==> config.mk <==
export PLATFORM = sky130hd
export DESIGN_NAME = mem_initiator
export DESIGN_NICKNAME = d
export VERILOG_FILES = /design/src/rtl/mem_initiator.sv
export SDC_FILE = /design/constraint.sdc
export NUM_CORES = 1
export LEC_CHECK = 0
export ABC_CLOCK_PERIOD_IN_PS = 4600
export CAP_MARGIN = 10
export CORE_MARGIN = 1
export CORE_UTILIZATION = 49
export CTS_CLUSTER_SIZE = 40
export DETAILED_ROUTE_END_ITERATION = 12
export PLACE_DENSITY = 0.94
export SLEW_MARGIN = 20
export SYNTH_ARGS = -nofsm -noshare
export SYNTH_HDL_FRONTEND = slang
export SYNTH_SLANG_ARGS = --single-unit
==> constraint.sdc <==
create_clock -name clk_i -period 4.6 [get_ports clk_i]
set_input_delay 0.69 -clock clk_i [delete_from_list [all_inputs] [get_ports clk_i]]
set_output_delay 0.69 -clock clk_i [all_outputs]
set_load 0.05 [all_outputs]
==> src/rtl/mem_initiator.sv <==
// rtl/mem_initiator.sv - single-port memory initiator arbitrating instruction fetch against load/store
module mem_initiator #(
  parameter int unsigned              ADDR_W   = 16,
  parameter int unsigned              DATA_W   = 16,
  parameter logic [ADDR_W-1:0]        RESET_PC = '0
) (
  input  logic              clk_i,
  input  logic              reset_i,
  output logic              mem_en_write_o,
  output logic [ADDR_W-1:0] mem_addr_o,
  output logic [DATA_W-1:0] mem_wdata_o,
  input  logic [DATA_W-1:0] mem_rdata_i,
  output logic              fetch_valid_o,
  input  logic              fetch_ready_i,
  output logic [DATA_W-1:0] fetch_instr_o,
  output logic [ADDR_W-1:0] fetch_pc_o,
  input  logic              redirect_i,
  input  logic [ADDR_W-1:0] redirect_pc_i,
  input  logic              ls_req_i,
  input  logic              ls_we_i,
  input  logic [ADDR_W-1:0] ls_addr_i,
  input  logic [DATA_W-1:0] ls_wdata_i,
  output logic              ls_done_o,
  output logic [DATA_W-1:0] ls_rdata_o
);

  typedef enum logic [1:0] {
    IDLE  = 2'd0,
    FETCH = 2'd1,
    LOAD  = 2'd2,
    STORE = 2'd3
  } state_t;

  localparam logic [ADDR_W-1:0] PC_STEP = 1;

  state_t            state_q, state_d;
  logic [ADDR_W-1:0] pc_q, pc_d;
  logic              en_write_q, en_write_d;
  logic [ADDR_W-1:0] addr_q, addr_d;
  logic [DATA_W-1:0] wdata_q, wdata_d;
  logic              fvalid_q, fvalid_d;
  logic [DATA_W-1:0] finstr_q, finstr_d;
  logic [ADDR_W-1:0] fpc_q, fpc_d;
  logic              done_q, done_d;
  logic [DATA_W-1:0] rdata_q, rdata_d;

  always_ff @(posedge clk_i or posedge reset_i) begin
    if (reset_i) begin
      state_q    <= IDLE;
      pc_q       <= RESET_PC;
      en_write_q <= 1'b0;
      addr_q     <= '0;
      wdata_q    <= '0;
      fvalid_q   <= 1'b0;
      finstr_q   <= '0;
      fpc_q      <= '0;
      done_q     <= 1'b0;
      rdata_q    <= '0;
    end else begin
      state_q    <= state_d;
      pc_q       <= pc_d;
      en_write_q <= en_write_d;
      addr_q     <= addr_d;
      wdata_q    <= wdata_d;
      fvalid_q   <= fvalid_d;
      finstr_q   <= finstr_d;
      fpc_q      <= fpc_d;
      done_q     <= done_d;
      rdata_q    <= rdata_d;
    end
  end

  always_comb begin
    state_d    = state_q;
    pc_d       = pc_q;
    en_write_d = 1'b0;
    addr_d     = addr_q;
    wdata_d    = wdata_q;
    fvalid_d   = fvalid_q;
    finstr_d   = finstr_q;
    fpc_d      = fpc_q;
    done_d     = 1'b0;
    rdata_d    = rdata_q;

    if (fvalid_q && fetch_ready_i) begin
      fvalid_d = 1'b0;
    end

    case (state_q)
      IDLE: begin
        if (ls_req_i && !done_q) begin
          addr_d  = ls_addr_i;
          wdata_d = ls_wdata_i;
          if (ls_we_i) begin
            state_d    = STORE;
            en_write_d = 1'b1;
          end else begin
            state_d = LOAD;
          end
        end else if (!redirect_i && (!fvalid_q || fetch_ready_i)) begin
          addr_d  = pc_q;
          state_d = FETCH;
        end
      end
      FETCH: begin
        state_d = IDLE;
        // A redirect in the same cycle makes the word stale; drop it and keep pc for the redirect.
        if (!redirect_i) begin
          finstr_d = mem_rdata_i;
          fpc_d    = addr_q;
          fvalid_d = 1'b1;
          pc_d     = pc_q + PC_STEP;
        end
      end
      LOAD: begin
        state_d = IDLE;
        rdata_d = mem_rdata_i;
        done_d  = 1'b1;
      end
      STORE: begin
        state_d = IDLE;
        done_d  = 1'b1;
      end
      default: state_d = IDLE;
    endcase

    if (redirect_i) begin
      pc_d     = redirect_pc_i;
      fvalid_d = 1'b0;
    end
  end

  assign mem_en_write_o = en_write_q;
  assign mem_addr_o     = addr_q;
  assign mem_wdata_o    = wdata_q;
  assign fetch_valid_o  = fvalid_q;
  assign fetch_instr_o  = finstr_q;
  assign fetch_pc_o     = fpc_q;
  assign ls_done_o      = done_q;
  assign ls_rdata_o     = rdata_q;

endmodule
==> impl_metrics.tcl <==
set metrics [dict create \
    status "finished clean" \
    synth_area_sq_um 4340 \
    synthFlopType "sky130_fd_sc_hd__dfrtp_1" \
    max_cap_violations 0 \
    post-layout-total-power_mw 5.05 \
    wire_length_of_the_first_global_routing_pass_microns 15800 \
    post-synth-top-area-cell "sky130_fd_sc_hd__dfrtp_1" \
    port_buffers 152 \
    layout-drive-gt1-share_pct 26.5 \
    dieWidth_microns 96.1 \
    finalHoldViolations 0 \
    floorplan.rows 33 \
    antenna_found_initial 0 \
    die_area_sq_um 9240 \
    post-synth-top-count-cell "sky130_fd_sc_hd__dfrtp_1" \
    synth-warning-count 0 \
    peakVddDrop_v 0.000520 \
    dp_worst_setup_slack_ps 1800 \
    fmax_mhz 409 \
    ctsLongestPathBuffers 2 \
    leakage_nw 2.52 \
    cts_sinks 101 \
    layout.cells.non_filler 570 \
    slew_violations 0 \
    placed_cells 555 \
    wl_microns 10200 \
    crit_type "primary input to flop" \
    core_sq_um 8380 \
    post-cts-setup-buffer-count 0 \
    synth.top_cells.by_count "101 x sky130_fd_sc_hd__dfrtp_1, 93 x sky130_fd_sc_hd__mux2_2, 18 x sky130_fd_sc_hd__nand2_1" \
    max_stage_delay_ps 690 \
    dr_total_vias 3036 \
    top_cells_by_area_in_the_synthesized_netlist "sky130_fd_sc_hd__dfrtp_1 58%, sky130_fd_sc_hd__mux2_2 24%, sky130_fd_sc_hd__nand2_1 1.6%" \
    drc 0 \
    clk_latency_ps 360 \
    io_pins 153 \
    synth-async-reset-ratio_pct 100 \
    critPathMaxFanout 37 \
    vias_in_the_first_global_route 3199 \
    synth-edff-count 0 \
    setup-tns-final_ps 0 \
    power_per_cell_area_nw_per_um2 817 \
    number_of_design_rule_violations_left_by_the_first_detailed_router_iteration 74 \
    worstPathRequired_ps 4850 \
    initial_core_utilization_pct 51.8 \
    finalCriticalPeriod_ps 2450 \
    min-delay-path-class "flop to flop" \
    dp_hpwl_microns 7430 \
    syn-instance-count 310 \
    seq_area_frac_synth_pct 58.2 \
    clock_tree.htree_level_count 3 \
    grt_util_all_layers_pct 23.1 \
    mappedNetlistNets 381 \
    final.setup.worst_slack_ps 2150 \
    area_overhead_vs_synth_pct 42.4 \
    crit_path_top_delay_cell "sky130_fd_sc_hd__o21ai_2" \
    post_cts_resize_count 0 \
    avg_wl_per_cell_microns 18.0 \
    gp_congestion 0.834 \
    synth-seq-cells 101 \
    worst_pin_slew_ps 973 \
    cell_breakdown_of_the_critical_path "clkdlybuf4s50_1 > buf_4 > nor2b_1 > o21ai_2 > mux2_2" \
    layout_worst_path_cycle_share_pct 53.2 \
    tritoncts.num_buffers 9 \
    clkTransAtPathRegs_ps 90 \
    grt_start_max_net_pins 80 \
    finalCoreUtilization_pct 73.7 \
    route.antenna.remaining_nets 0 \
    critical_path.startpoint_type "primary input" \
    stdcell_area_sq_um 6180 \
    fin_skew_ps 7.23 \
    fin_nets 532 \
    vias_per_cell 5.33 \
    height_of_the_die_microns 96.1 \
    cts_tree "built" \
    max_slew_margin_pct 35.0 \
    synth.lib_cells_used.distinct 39 \
    setup_violations 0 \
    drt_first_pass_iters 4 \
    clockRootBuffer "sky130_fd_sc_hd__clkbuf_8" \
    crit_path_end_kind "flop" \
    fin_worst_hold_slack_ps 502 \
    worstPathArrival_ps 2690 \
    dpl_cell_area_sq_um 5940 \
    antenna_diode_count 0 \
    global_route.overflow_total 0 \
    rsz_0062_raised_after_global_routing "false" \
    postCtsHoldBufs 0 \
    post-synth-top-area-fraction_pct 58.2 \
    synthesis.area_per_instance_sq_um 14.0 \
]
cell type report:
cell class                      instances  area [sq um]
Clock buffer                            9           124
Inverter                                4          17.5
Fill cell                             575          2200
Timing Repair Buffer                  156          1550
Clock inverter                          6           113
Tap cell                              105           131
Sequential cell                       101          2530
Multi-Input combinational cell        189          1710
cell families (layout without fill, tap and decap cells):
logic type | after synthesis | after routing | synth area share [%]
AO/OA/AOI/OAI | 22 | 22 | 3.03
XOR/XNOR | 11 | 11 | 2.22
adder cells (fa/ha/maj) | 1 | 1 | 0.288
buffers and inverters | 20 | 175 | 2.42
flip-flops | 101 | 101 | 58.2
multiplexers | 98 | 98 | 25.3
AND/OR/NAND/NOR | 57 | 57 | 8.45
flip-flops by register name (all words and copies together), names as in the netlist, 2 cells and up:
register       count
fetch_instr_o     16
mem_addr_o        16
ls_rdata_o        16
mem_wdata_o       16
pc_q              16
fetch_pc_o        16
state_q            2
layer usage:
layer	vias up	track usage, %	routed length (microns)
met3	14	5.53	751
met2	120	39.5	5090
met5	-	0	0
met1	1501	28.9	4250
met4	0	7.09	143
li1	1401	-	-
final timing paths:
check	from	end	slack (ps)	cells after the start
min in group asynchronous	reset_i	mem_wdata_o[10]$_DFFE_PP0P_	920	2
hold / removal	fetch_instr_o[10]$_DFFE_PP0P_	fetch_instr_o[10]$_DFFE_PP0P_	500	1
max in group asynchronous	reset_i	fetch_instr_o[15]$_DFFE_PP0P_	2780	3
setup / recovery	redirect_i	mem_addr_o[10]$_DFFE_PP0P_	2150	5
setup reg to reg	state_q[1]$_DFFE_PP0P_	fetch_instr_o[3]$_DFFE_PP0P_	2490	3
hold reg to reg	fetch_instr_o[10]$_DFFE_PP0P_	fetch_instr_o[10]$_DFFE_PP0P_	500	1
power by group:
group | internal (mW) | switching (mW)
logic | 1.08 | 1.78
registers | 1.28 | 0.261
clock network | 0.358 | 0.296
layout by cell type, fill, tap and decap left out, types with 2 or more instances in the layout:
cell type                         instances
sky130_fd_sc_hd__xor2_1                   5
sky130_fd_sc_hd__mux2_2                  93
sky130_fd_sc_hd__clkdlybuf4s50_1        152
sky130_fd_sc_hd__clkbuf_8                 9
sky130_fd_sc_hd__nand2b_1                 3
sky130_fd_sc_hd__nand3_1                  4
sky130_fd_sc_hd__nand2_1                 18
sky130_fd_sc_hd__nor2b_1                  4
sky130_fd_sc_hd__a21oi_1                  2
sky130_fd_sc_hd__clkinvlp_4               3
sky130_fd_sc_hd__nor4_2                   3
sky130_fd_sc_hd__buf_4                    4
sky130_fd_sc_hd__dfrtp_1                101
sky130_fd_sc_hd__bufinv_16                3
sky130_fd_sc_hd__mux2_1                   2
sky130_fd_sc_hd__nor2_1                   5
sky130_fd_sc_hd__mux2i_1                  3
sky130_fd_sc_hd__xnor2_1                  6
sky130_fd_sc_hd__nor3_1                   2
sky130_fd_sc_hd__o21ai_0                 13
sky130_fd_sc_hd__nand4_1                  7
sky130_fd_sc_hd__nor4_4                   2
sky130_fd_sc_hd__inv_1                    3
critical path: cells and delay by family:
family	cells	cell delay, ps
AND/OR/NAND/NOR	1	100
buffers and inverters	2	790
AO/OA/AOI/OAI	1	690
multiplexers	1	420
(Power assumes the default switching activity.)
